<file path="config.mk">
export PLATFORM = sky130hd
export DESIGN_NAME = hyperbus_cfg_apb_bridge
export DESIGN_NICKNAME = d
export VERILOG_FILES = /design/src/rtl/hyperbus_cfg_apb_bridge.sv
export SDC_FILE = /design/constraint.sdc
export NUM_CORES = 1
export LEC_CHECK = 0
export ABC_AREA = 1
export ABC_CLOCK_PERIOD_IN_PS = 4000
export BUFFER_PORTS_ARGS = -buffer_cell sky130_fd_sc_hd__buf_4
export CAP_MARGIN = 40
export CORE_UTILIZATION = 52
export CTS_BUF_LIST = sky130_fd_sc_hd__clkbuf_8
export DETAILED_ROUTE_END_ITERATION = 7
export PLACE_DENSITY = 0.87
export SYNTH_ARGS = -nofsm -noshare
export SYNTH_HDL_FRONTEND = slang
export SYNTH_SLANG_ARGS = --single-unit
</file>
<file path="constraint.sdc">
create_clock -name clk_sys_i -period 4 [get_ports clk_sys_i]
set_input_delay 0.2 -clock clk_sys_i [delete_from_list [all_inputs] [get_ports clk_sys_i]]
set_output_delay 0.2 -clock clk_sys_i [all_outputs]
set_load 0.005 [all_outputs]
</file>
<file path="src/rtl/hyperbus_cfg_apb_bridge.sv">
// APB slave to single-outstanding config request bridge.
// One APB access becomes one cfg request; a bounded wait on cfg_ready_i ends in an error completion.
module hyperbus_cfg_apb_bridge #(
   parameter int unsigned TIMEOUT = 256
) (
   input  logic        clk_sys_i,
   input  logic        rst_i,
   input  logic [31:0] apb_paddr_i,
   input  logic        apb_psel_i,
   input  logic        apb_penable_i,
   input  logic        apb_pwrite_i,
   input  logic [31:0] apb_pwdata_i,
   input  logic [3:0]  apb_pstrb_i,
   output logic [31:0] apb_prdata_o,
   output logic        apb_pready_o,
   output logic        apb_pslverr_o,
   output logic [31:0] cfg_addr_o,
   output logic        cfg_write_o,
   output logic [31:0] cfg_wdata_o,
   output logic [3:0]  cfg_wstrb_o,
   output logic        cfg_valid_o,
   input  logic [31:0] cfg_rdata_i,
   input  logic        cfg_error_i,
   input  logic        cfg_ready_i
);

   localparam int unsigned CNT_W = 16;
   localparam logic [CNT_W-1:0] CNT_LAST = CNT_W'(TIMEOUT - 1);

   typedef enum logic [1:0] {
      S_IDLE,
      S_REQ,
      S_DONE
   } state_t;

   state_t           r_state,   w_state_nxt;
   logic [CNT_W-1:0] r_cnt,     w_cnt_nxt;
   logic [31:0]      r_addr,    w_addr_nxt;
   logic             r_write,   w_write_nxt;
   logic [31:0]      r_wdata,   w_wdata_nxt;
   logic [3:0]       r_wstrb,   w_wstrb_nxt;
   logic             r_valid,   w_valid_nxt;
   logic [31:0]      r_prdata,  w_prdata_nxt;
   logic             r_pslverr, w_pslverr_nxt;
   logic             r_pready,  w_pready_nxt;
   logic             w_unused;

   // Word-aligned requests only; the byte offset bits are dropped.
   assign w_unused = ^apb_paddr_i[1:0];

   // State and datapath registers.
   always_ff @(posedge clk_sys_i) begin
      if (rst_i) begin
         r_state   <= S_IDLE;
         r_cnt     <= '0;
         r_addr    <= '0;
         r_write   <= 1'b0;
         r_wdata   <= '0;
         r_wstrb   <= '0;
         r_valid   <= 1'b0;
         r_prdata  <= '0;
         r_pslverr <= 1'b0;
         r_pready  <= 1'b0;
      end else begin
         r_state   <= w_state_nxt;
         r_cnt     <= w_cnt_nxt;
         r_addr    <= w_addr_nxt;
         r_write   <= w_write_nxt;
         r_wdata   <= w_wdata_nxt;
         r_wstrb   <= w_wstrb_nxt;
         r_valid   <= w_valid_nxt;
         r_prdata  <= w_prdata_nxt;
         r_pslverr <= w_pslverr_nxt;
         r_pready  <= w_pready_nxt;
      end
   end

   // Next-state, capture and completion logic.
   always_comb begin
      w_state_nxt   = r_state;
      w_cnt_nxt     = r_cnt;
      w_addr_nxt    = r_addr;
      w_write_nxt   = r_write;
      w_wdata_nxt   = r_wdata;
      w_wstrb_nxt   = r_wstrb;
      w_prdata_nxt  = r_prdata;
      w_pslverr_nxt = r_pslverr;

      case (r_state)
         S_IDLE: begin
            if (apb_psel_i && apb_penable_i) begin
               w_addr_nxt  = {apb_paddr_i[31:2], 2'b00};
               w_write_nxt = apb_pwrite_i;
               w_wdata_nxt = apb_pwdata_i;
               w_wstrb_nxt = apb_pwrite_i ? apb_pstrb_i : 4'h0;
               w_cnt_nxt   = '0;
               w_state_nxt = S_REQ;
            end
         end
         S_REQ: begin
            // A ready arriving on the final allowed cycle still completes cleanly.
            if (cfg_ready_i) begin
               w_prdata_nxt  = r_write ? 32'h0 : cfg_rdata_i;
               w_pslverr_nxt = cfg_error_i;
               w_state_nxt   = S_DONE;
            end else if (r_cnt == CNT_LAST) begin
               w_prdata_nxt  = 32'h0;
               w_pslverr_nxt = 1'b1;
               w_state_nxt   = S_DONE;
            end else begin
               w_cnt_nxt = r_cnt + CNT_W'(1);
            end
         end
         S_DONE: begin
            w_state_nxt = S_IDLE;
         end
         default: begin
            w_state_nxt = S_IDLE;
         end
      endcase

      w_valid_nxt  = (w_state_nxt == S_REQ);
      w_pready_nxt = (w_state_nxt == S_DONE);
   end

   assign apb_prdata_o  = r_prdata;
   assign apb_pready_o  = r_pready;
   assign apb_pslverr_o = r_pslverr;
   assign cfg_addr_o    = r_addr;
   assign cfg_write_o   = r_write;
   assign cfg_wdata_o   = r_wdata;
   assign cfg_wstrb_o   = r_wstrb;
   assign cfg_valid_o   = r_valid;

endmodule
</file>
==> flow_metrics.env <==
export IMPL_area_delta_synth_final_pct=51.7
export IMPL_via_count=5712
export IMPL_cts_tree="done"
export IMPL_nNetsFinal=999
export IMPL_ant_nets=0
export IMPL_dieArea_sq_um=9510
export IMPL_synth_top_area_share_pct=50.6
export IMPL_ys_top_cells_by_area="dfxtp_1 (51%), nor2_1 (13%), nand2_1 (9.6%)"
export IMPL_synth_warnings=0
export IMPL_cts_root_buf="clkbuf_8"
export IMPL_port_buffers=206
export IMPL_timing_rr_end="cfg_addr_o[22]$_SDFFE_PP0P_"
export IMPL_dr_pass1_iters=8
export IMPL_cts_buffers=17
export IMPL_hold_start="cfg_rdata_i[9]"
export IMPL_route_detailed_drc=8
export IMPL_ys_ff_latch=120
export IMPL_synth_cell_types=29
export IMPL_fin_cells=1012
export IMPL_yosysSeqAreaShare_pct=50.6
export IMPL_hold_end="apb_prdata_o[9]$_SDFFE_PP0P_"
export IMPL_worstPathArrival_ns=2.76
export IMPL_grt_antenna_before_repair=0
export IMPL_vias_per_cell=5.64
export IMPL_status="finished, violations left"
export IMPL_regToRegStartpoint="r_state[1]$_SDFF_PP0_"
export IMPL_crit_path_start_kind="flop"
export IMPL_diodes=0
export IMPL_cts_sinks=120
export IMPL_hp_class="in2reg"
export IMPL_whs_path_depth=3
export IMPL_relSlewSlack_pct=42.1
export IMPL_slew_viol_final=0
export IMPL_grt_pass1_vias=5884
export IMPL_synthCells=649
export IMPL_track_usage_pct=38.3
export IMPL_place_congestion=0.848
export IMPL_finalSetupTns_ns=0
export IMPL_globalRouteOverflowTotal=0
export IMPL_postCtsSetupBuffers=0
export IMPL_rows=34
export IMPL_grt_pass1_wl_um=28900
export IMPL_violations="DRC"
export IMPL_cp_end_kind="flop"
export IMPL_num_io_pins=211
export IMPL_maxCapViolations=0
export IMPL_layout_worst_path_cycle_share_pct=61.2
export IMPL_peakVddDrop_mv=0.316
export IMPL_fp_coreArea_sq_um=8760
export IMPL_die_h_um=97.5
export IMPL_wire_per_inst_um=17.8
export IMPL_skew_ns=0.0165
export IMPL_finalHoldViolCount=0
export IMPL_drt_iter0_drc=746
export IMPL_yosys_area_top_type="dfxtp_1"
export IMPL_dp_cells=927
export IMPL_die_x_um=97.5
export IMPL_required_ns=4.31
export IMPL_cp_max_fo=68
export IMPL_postRouteWirelength_um=18000
export IMPL_syn_area_sq_um=4750
export IMPL_rsz0062_at_grt="false"
export IMPL_p_per_area_nw_per_um2=397
export IMPL_max_freq_ghz=0.409
export IMPL_critical_path_class="reg2reg"
export IMPL_initial_core_util_pct=54.2
export IMPL_reg2regPathDepth=8
export IMPL_cts_max_level=4
export IMPL_fillerInstances=435
export IMPL_reg2reg_setup_slack_ns=1.55
export IMPL_p_leak_nw=3.30
export IMPL_setup_viol=0
export IMPL_grt_max_degree=69
export IMPL_worst_slew_pin_slew_ns=0.867
export IMPL_fin_crit_ns=2.45
export IMPL_clk_pin_slew_ns=0.07
export IMPL_clk_path_buf_depth=2
export IMPL_clkLatencyLatePin_ns=0.44
export IMPL_dp_hpwl_um=9250
export IMPL_drive_gt1_share_pct=28.4
export IMPL_avgSynthCellArea_sq_um=7.31
## stage by stage
stage | util [%] | cell area, sq um | total power (W) | worst slack (ns) | hold slack (ns)
2_1_floorplan | - | 4750 | 0.00145 | 2.47 | 0.335
3_3_place_gp | 71.2 | 6240 | 0.00163 | 1.70 | 0.421
3_5_place_dp | 71.4 | 6250 | 0.00164 | 1.66 | 0.426
4_1_cts | 82.1 | 7190 | 0.00281 | 1.65 | 0.00286
5_1_grt | 82.2 | 7200 | 0.00294 | 1.38 | 0.0109
6_report | 82.2 | 7200 | 0.00286 | 1.55 | 0.0205
## kinds of logic (layout without fill, tap and decap cells)
family,count (synthesis),count (layout),share of synthesized area (%)
AOI/OAI and AO/OA,114,114,12.1
xor gates and xnor gates,3,3,0.554
adders and majority gates,1,1,0.264
buffers and inverters,66,320,6.64
DFF,120,120,50.6
other,1,2,0.0790
and+or+nand+nor,344,344,29.8
## synth_stat cells (all sizes together)
library cell  number
ha                 1
clkbuf            19
conb               1
dfxtp            120
xor2               1
nand3b             2
o21ai             65
a21oi             48
nand3             32
xnor2              2
nor3               2
inv               25
nand2            128
nor2             173
nand4              6
nor3b              1
buf               22
o21bai             1
## routing by layer
layer / up-vias / track usage [%] / routed length (um)
met4: 0 / 25.5 / 1090
met3: 104 / 11.4 / 1790
met1: 2639 / 42.4 / 6410
met2: 421 / 63.6 / 8760
li1: 2548 / - / -
met5: - / 0 / 0
## state kept, by name, summed over array words and instances, names as in the netlist
signal	count
cfg_valid_o	1
cfg_wdata_o	32
cfg_write_o	1
apb_prdata_o	32
r_cnt	16
r_state	2
apb_pslverr_o	1
apb_pready_o	1
cfg_wstrb_o	4
cfg_addr_o	30
## where the power goes
| group | switching [W] | internal [W] |
|---|---|---|
| registers | 0.0000426 | 0.00126 |
| clock network | 0.000514 | 0.000645 |
| logic | 0.000194 | 0.000206 |
## critical path, stage by stage (launching register included)
cell	delay [ns]
dfxtp_1	0.30
inv_1	0.06
nand2_1	0.08
nor2_4	0.07
buf_4	0.49
inv_2	0.49
buf_4	0.42
nor2_1	0.24
nor2_1	0.11
## cell type report
type | count | area (sq um) | share of cell area (%)
repair buffers | 263 | 2110 | 29.4
multi-input cells | 464 | 2040 | 28.3
flip-flops and latches | 120 | 2400 | 33.4
clock inverters | 13 | 154 | 2.14
inverters | 25 | 93.8 | 1.30
clock buffers | 19 | 262 | 3.63
well taps | 108 | 135 | 1.88
## worst max-delay path by stage
stage                                startpoint                            end  slack (ns)  cells past startpoint
after CTS                 r_state[0]$_SDFF_PP0_         r_cnt[15]$_SDFFE_PP0P_        1.65                      9
after global placement    r_state[0]$_SDFF_PP0_         r_cnt[15]$_SDFFE_PP0P_        1.70                      9
final                     r_state[1]$_SDFF_PP0_    cfg_addr_o[22]$_SDFFE_PP0P_        1.55                      8
after floorplan           r_cnt[0]$_SDFFE_PP0P_  apb_prdata_o[10]$_SDFFE_PP0P_        2.47                      9
after detailed placement  r_state[0]$_SDFF_PP0_         r_cnt[15]$_SDFFE_PP0P_        1.66                      9
after global routing      r_state[0]$_SDFF_PP0_         r_cnt[14]$_SDFFE_PP0P_        1.38                      9
## layout by cell type (no fill, tap or decap), drive strengths merged
master	count
clkbuf	19
nand4	6
nand2	128
clkinv	5
o21bai	1
ha	1
dlygate4sd3	53
o21ai	65
nor2	173
a21oi	48
nor3b	1
xnor2	2
bufinv	3
nand3	32
dfxtp	120
conb	2
buf	210
nand3b	2
clkinvlp	2
nor3	2
inv	28
xor2	1
## what timing repair did
item,CTS,global route
resized for setup,0,0
hold buffers,52,1
hold endpoints to repair,52,1
(Power assumes the default switching activity.)
